File: src/rtl/clk_div_pkg.sv
// clk_div_pkg: shared constants and types for the multi-channel clock divider.
package clk_div_pkg;
    localparam int MIN_DIV = 2;
    localparam int DIV_W = 8;
    localparam int RST_DIV = 12;
    typedef logic [DIV_W-1:0] div_t;
endpackage

File: src/rtl/clk_div_chan.sv
// clk_div_chan: one divider channel with a shadowed divisor applied only at period boundaries.
module clk_div_chan
    import clk_div_pkg::*;
#(
    parameter int CNT_W = DIV_W,
    parameter int DEF_DIV = RST_DIV
) (
    input  logic             clk,
    input  logic             reset_n,
    input  logic             en,
    input  logic             sync,
    input  logic             wr,
    input  logic [CNT_W-1:0] wr_div,
    output logic             pending,
    output logic             clk_out,
    output logic             rise_stb
);
    logic [CNT_W-1:0] div_q, div_d, cnt_q, cnt_d, shd_q, shd_d;
    logic pend_q, pend_d, clk_q, clk_d, stb_q, stb_d, wrap;

    assign wrap = cnt_q == div_q - 1'b1;

    always_comb begin
        div_d = div_q;
        shd_d = shd_q;
        pend_d = pend_q;
        clk_d = 1'b0;
        stb_d = 1'b0;
        // The old shadow is applied before a same-cycle write lands, so that write waits a period.
        if (pend_q && (!en || sync || wrap)) begin
            div_d = shd_q;
            pend_d = 1'b0;
        end
        if (!en) begin
            cnt_d = div_d - 1'b1;
        end else begin
            cnt_d = (sync || wrap) ? '0 : cnt_q + 1'b1;
            clk_d = cnt_d < (div_d >> 1);
            stb_d = cnt_d == '0;
        end
        if (wr) begin
            shd_d = wr_div;
            pend_d = 1'b1;
        end
    end

    always_ff @(posedge clk or negedge reset_n) begin
        if (!reset_n) begin
            div_q <= CNT_W'(DEF_DIV);
            cnt_q <= CNT_W'(DEF_DIV - 1);
            shd_q <= '0;
            pend_q <= 1'b0;
            clk_q <= 1'b0;
            stb_q <= 1'b0;
        end else begin
            div_q <= div_d;
            cnt_q <= cnt_d;
            shd_q <= shd_d;
            pend_q <= pend_d;
            clk_q <= clk_d;
            stb_q <= stb_d;
        end
    end

    assign pending = pend_q;
    assign clk_out = clk_q;
    assign rise_stb = stb_q;
endmodule

File: src/rtl/clk_div_multi.sv
// clk_div_multi: N_CH programmable clock dividers sharing one config port and a global sync.
module clk_div_multi
    import clk_div_pkg::*;
#(
    parameter int N_CH = 4,
    parameter int CNT_W = DIV_W,
    parameter int DEF_DIV = RST_DIV,
    localparam int CH_W = (N_CH > 1) ? $clog2(N_CH) : 1
) (
    input  logic             clk,
    input  logic             reset_n,
    input  logic [N_CH-1:0]  en,
    input  logic             sync,
    input  logic             cfg_valid,
    input  logic [CH_W-1:0]  cfg_chan,
    input  logic [CNT_W-1:0] cfg_div,
    output logic             cfg_ready,
    output logic             cfg_err,
    output logic [N_CH-1:0]  clk_out,
    output logic [N_CH-1:0]  rise_stb
);
    logic [N_CH-1:0] pend, wr;
    logic chan_ok, acc, bad, cfg_err_d, cfg_err_q;

    always_comb begin
        chan_ok = 32'(cfg_chan) < N_CH;
        // An out-of-range channel keeps ready high so its error is always reported.
        cfg_ready = !chan_ok || !(|(pend & (N_CH'(1) << cfg_chan)));
        acc = cfg_valid && cfg_ready;
        bad = acc && (!chan_ok || cfg_div < CNT_W'(MIN_DIV));
        wr = (acc && !bad) ? N_CH'(1) << cfg_chan : '0;
        cfg_err_d = bad;
    end

    always_ff @(posedge clk or negedge reset_n) begin
        if (!reset_n) cfg_err_q <= 1'b0;
        else cfg_err_q <= cfg_err_d;
    end

    assign cfg_err = cfg_err_q;

    for (genvar i = 0; i < N_CH; i++) begin : g_ch
        clk_div_chan #(.CNT_W(CNT_W), .DEF_DIV(DEF_DIV)) u_chan (
            .clk      (clk),
            .reset_n  (reset_n),
            .en       (en[i]),
            .sync     (sync),
            .wr       (wr[i]),
            .wr_div   (cfg_div),
            .pending  (pend[i]),
            .clk_out  (clk_out[i]),
            .rise_stb (rise_stb[i])
        );
    end
endmodule
File: config.mk
export PLATFORM = sky130hd
export DESIGN_NAME = clk_div_multi
export DESIGN_NICKNAME = d
export VERILOG_FILES = /design/src/rtl/clk_div_pkg.sv /design/src/rtl/clk_div_chan.sv /design/src/rtl/clk_div_multi.sv
export SDC_FILE = /design/constraint.sdc
export NUM_CORES = 1
export LEC_CHECK = 0
export ABC_CLOCK_PERIOD_IN_PS = 7120
export BUFFER_PORTS_ARGS = -buffer_cell sky130_fd_sc_hd__buf_4
export CAP_MARGIN = 30
export CORE_MARGIN = 3
export CORE_UTILIZATION = 68
export CTS_CLUSTER_DIAMETER = 30
export DETAILED_ROUTE_END_ITERATION = 12
export HOLD_SLACK_MARGIN = 0.1
export PLACE_DENSITY = 0.86
export RECOVER_POWER = 100
export SKIP_LAST_GASP = 1
export SLEW_MARGIN = 20
export SYNTH_ARGS = -nofsm -noshare
export SYNTH_HDL_FRONTEND = slang
export SYNTH_HIERARCHICAL = 1
export SYNTH_SLANG_ARGS = --single-unit
File: constraint.sdc
create_clock -name clk -period 7.12 [get_ports clk]
set_input_delay 1.068 -clock clk [delete_from_list [all_inputs] [get_ports clk]]
set_output_delay 1.068 -clock clk [all_outputs]
set_load 0.01 [all_outputs]
==> flow_summary.ini <==
[yosys]
synth_common_cells = 89 x dfrtp_1, 70 x inv_1, 62 x xnor2_1, 44 x mux2_2, 42 x xor2_1
postSynthCellCount = 780
synth_nets = 834
yosys_warnings = 6
synth-edff-count = 0
synth-seq-cells = 109
yosysMostFrequentCell = dfrtp_1
yosysTopAreaCellShare_pct = 28.9
synth_cell_types = 52
synth-seq-area-share_pct = 35.7
yosysTopAreaCell = dfrtp_1
async_flop_share_pct = 100
syn_area_per_cell_sq_um = 9.88
synth_flop_cell = dfrtp_1
synth_area_leaders = dfrtp_1 29%, xnor2_1 7.0%, dfstp_2 6.8%
netlist_area_sq_um = 7700

[sta]
hold_violations = 0
slew-limit-headroom_pct = -93.0
worst_pin_slew_ns = 2.90
fin_setup_tns_ns = 0
max_freq_mhz = 207
drv_slew = 57
timing.final.crit_share_pct = 67.8
finClkSkew_ns = 0.0102
holdWs_ns = 0.551
setup_violations = 0
rsz0062_at_grt = false
period_needed_ns = 4.83

[global_route]
grt_usage_pct = 29.5
grt_antenna_before_repair = 0
grt_first_pass_wirelength_microns = 29900
grt_pass1_vias = 5985
grt_overflow = 0
grt_max_degree = 57

[min_path]
hold_depth = 1
hold_path_class = reg -> reg

[setup_path]
cp-end-kind = register
r2r_cells = 14
reg2reg_slack_ns = 2.29
start_kind = register
required_ns = 7.37
worst-endpoint-arrival_ns = 5.08
critPathKind = reg -> reg
critPathMaxFanout = 10

[final_layout]
syn_to_final_growth_pct = 3.67
drive_gt1_share_pct = 13.4
nets = 840
fillCellCount = 804
seqCellArea_sq_um = 2750
diodes = 0
multiInputGateArea_sq_um = 4330
instances_no_fill = 931

[route]
via_count = 6033
wl_per_cell_microns = 19.3
totalWireLength_microns = 18000
drc = 0
vias_per_cell = 6.48
first_pass_iters = 5
drt-initial-drc-count = 519
drtAntennaViolNets = 0

[place]
hpwl_microns = 13300
dpl.cell_count = 915
port_buffers = 27
gp_congestion = 0.971

[cts]
cts_hold_buf = 0
cts_setup_buffers = 0
clock_insertion_delay_worst_skew_ns = 0.36
cts.sinks = 109
cts_tree = done
cts_root_buf = clkbuf_16
clk_pin_slew_worst_paths_ns = 0.07
cts_inserted_buffers = 9
cts_resized = 0
cts_max_level = 3
clock_path_buffers = 2

[floorplan]
fp.dieH_microns = 112
rows = 38
die_width_microns = 112
dieArea_sq_um = 12600
io-pin-count = 28
fp.coreArea_sq_um = 10900
start_util_pct = 70.5

[outcome]
status = finished, violations left
violations = capacitance limit, slew limit

[pwr]
powerDensity_nw_per_um2 = 410
peakVddDrop_mv = 0.349
power.static_leakage_nw = 3.55

[flow_run]
drv_cap = 1
## cells in the final DEF (no fill, tap or decap), types with 5 or more instances in the layout
cell type and n:
a211oi_1 8, inv_1 70, nor4_1 23, or3_1 16
clkbuf_16 9, o21a_1 7, and3_1 11, xor2_1 42
mux2i_1 41, buf_4 15, o21ai_0 15, a21oi_1 16
mux2_2 44, nor3b_1 6, ha_1 36, nor2_1 40
nand3_1 25, a31oi_1 17, nand3b_1 8, nand4_1 8
nand2_1 36, dfrtp_1 89, mux2_1 5, nand2b_1 8
xnor2_1 62, clkbuf_1 17, dfstp_2 19, nor3_1 22
## path summary, 6_finish.rpt
check | start | end
setup / recovery | g_ch[1].u_chan/div_q[4]$_DFF_PN0_ | g_ch[1].u_chan/cnt_q[6]$_DFF_PN0_
hold reg to reg | g_ch[1].u_chan/shd_q[1]$_DFFE_PN0P_ | g_ch[1].u_chan/shd_q[1]$_DFFE_PN0P_
max in group asynchronous | reset_n | g_ch[3].u_chan/cnt_q[4]$_DFF_PN0_
setup reg to reg | g_ch[1].u_chan/div_q[4]$_DFF_PN0_ | g_ch[1].u_chan/cnt_q[6]$_DFF_PN0_
hold / removal | g_ch[1].u_chan/shd_q[1]$_DFFE_PN0P_ | g_ch[1].u_chan/shd_q[1]$_DFFE_PN0P_
min in group asynchronous | reset_n | g_ch[1].u_chan/div_q[0]$_DFF_PN0_
## worst max-delay path: stages, from the launching register on
cell	delay [ns]
dfrtp_1	0.44
nor4_1	0.83
o21ai_0	0.21
a32oi_1	0.26
a21oi_1	0.09
o2111ai_1	0.46
a31o_1	0.58
mux2i_1	0.42
ha_1	0.26
inv_1	0.10
or3_1	0.35
nor3_1	0.21
xnor2_1	0.15
mux2i_1	0.08
mux2_2	0.28
## sequential cells by signal, summed over array words and instances, names as in the netlist
name,cells
g_ch.u_chan/cnt_q,32
g_ch.u_chan/div_q,32
g_ch.u_chan/shd_q,32
g_ch.u_chan/clk_out,4
g_ch.u_chan/pending,4
g_ch.u_chan/rise_stb,4
cfg_err,1
## per-stage QoR
step           util [%]  cell area [sq um]  total power [mW]  setup WS [ns]
2_1_floorplan         -               7700              2.44           3.64
4_1_cts            74.9               8190              3.34           2.99
3_5_place_dp       72.4               7910              2.84           3.06
3_3_place_gp       72.3               7900              2.76           3.17
6_report           73.0               7990              3.28           2.29
5_1_grt            73.0               7990              3.52           1.92
## metal layers
| metal | share of wire [%] | routed length [microns] | up-vias | track usage, % |
|---|---|---|---|---|
| li1 | - | - | 2791 | - |
| met1 | 43 | 7700 | 2948 | 39.3 |
| met3 | 6.5 | 1160 | 51 | 5.98 |
| met5 | 0 | 0 | - | 0 |
| met2 | 48 | 8630 | 243 | 48.6 |
| met4 | 2.6 | 464 | 0 | 9.38 |
## layout make-up
class	count	share of cell area, %
clock buffers	10	2.87
inverters	74	3.48
flip-flops and latches	109	34.5
repair buffers	31	2.16
clock inverters	6	0.580
well taps	140	2.19
multi-input cells	561	54.3
## cell families (layout without fill, tap and decap cells)
logic type,Yosys count,count (layout),synth area share [%]
flip-flops,109,109,35.7
buffers and inverters,110,121,6.14
XOR/XNOR,104,104,11.8
AND/OR/NAND/NOR,213,213,15.8
multiplexers,90,90,12.9
AO/OA/AOI/OAI,118,118,11.8
adder cells (fa/ha/maj),36,36,5.85
## report_power, final
part           total, mW  internal, mW  switching [mW]
Sequential          1.24         0.869           0.368
Clock              0.477         0.240           0.237
Combinational       1.56         0.722           0.840
Total               3.28          1.83            1.44
No activity file was read; power rests on OpenSTA's default activity.
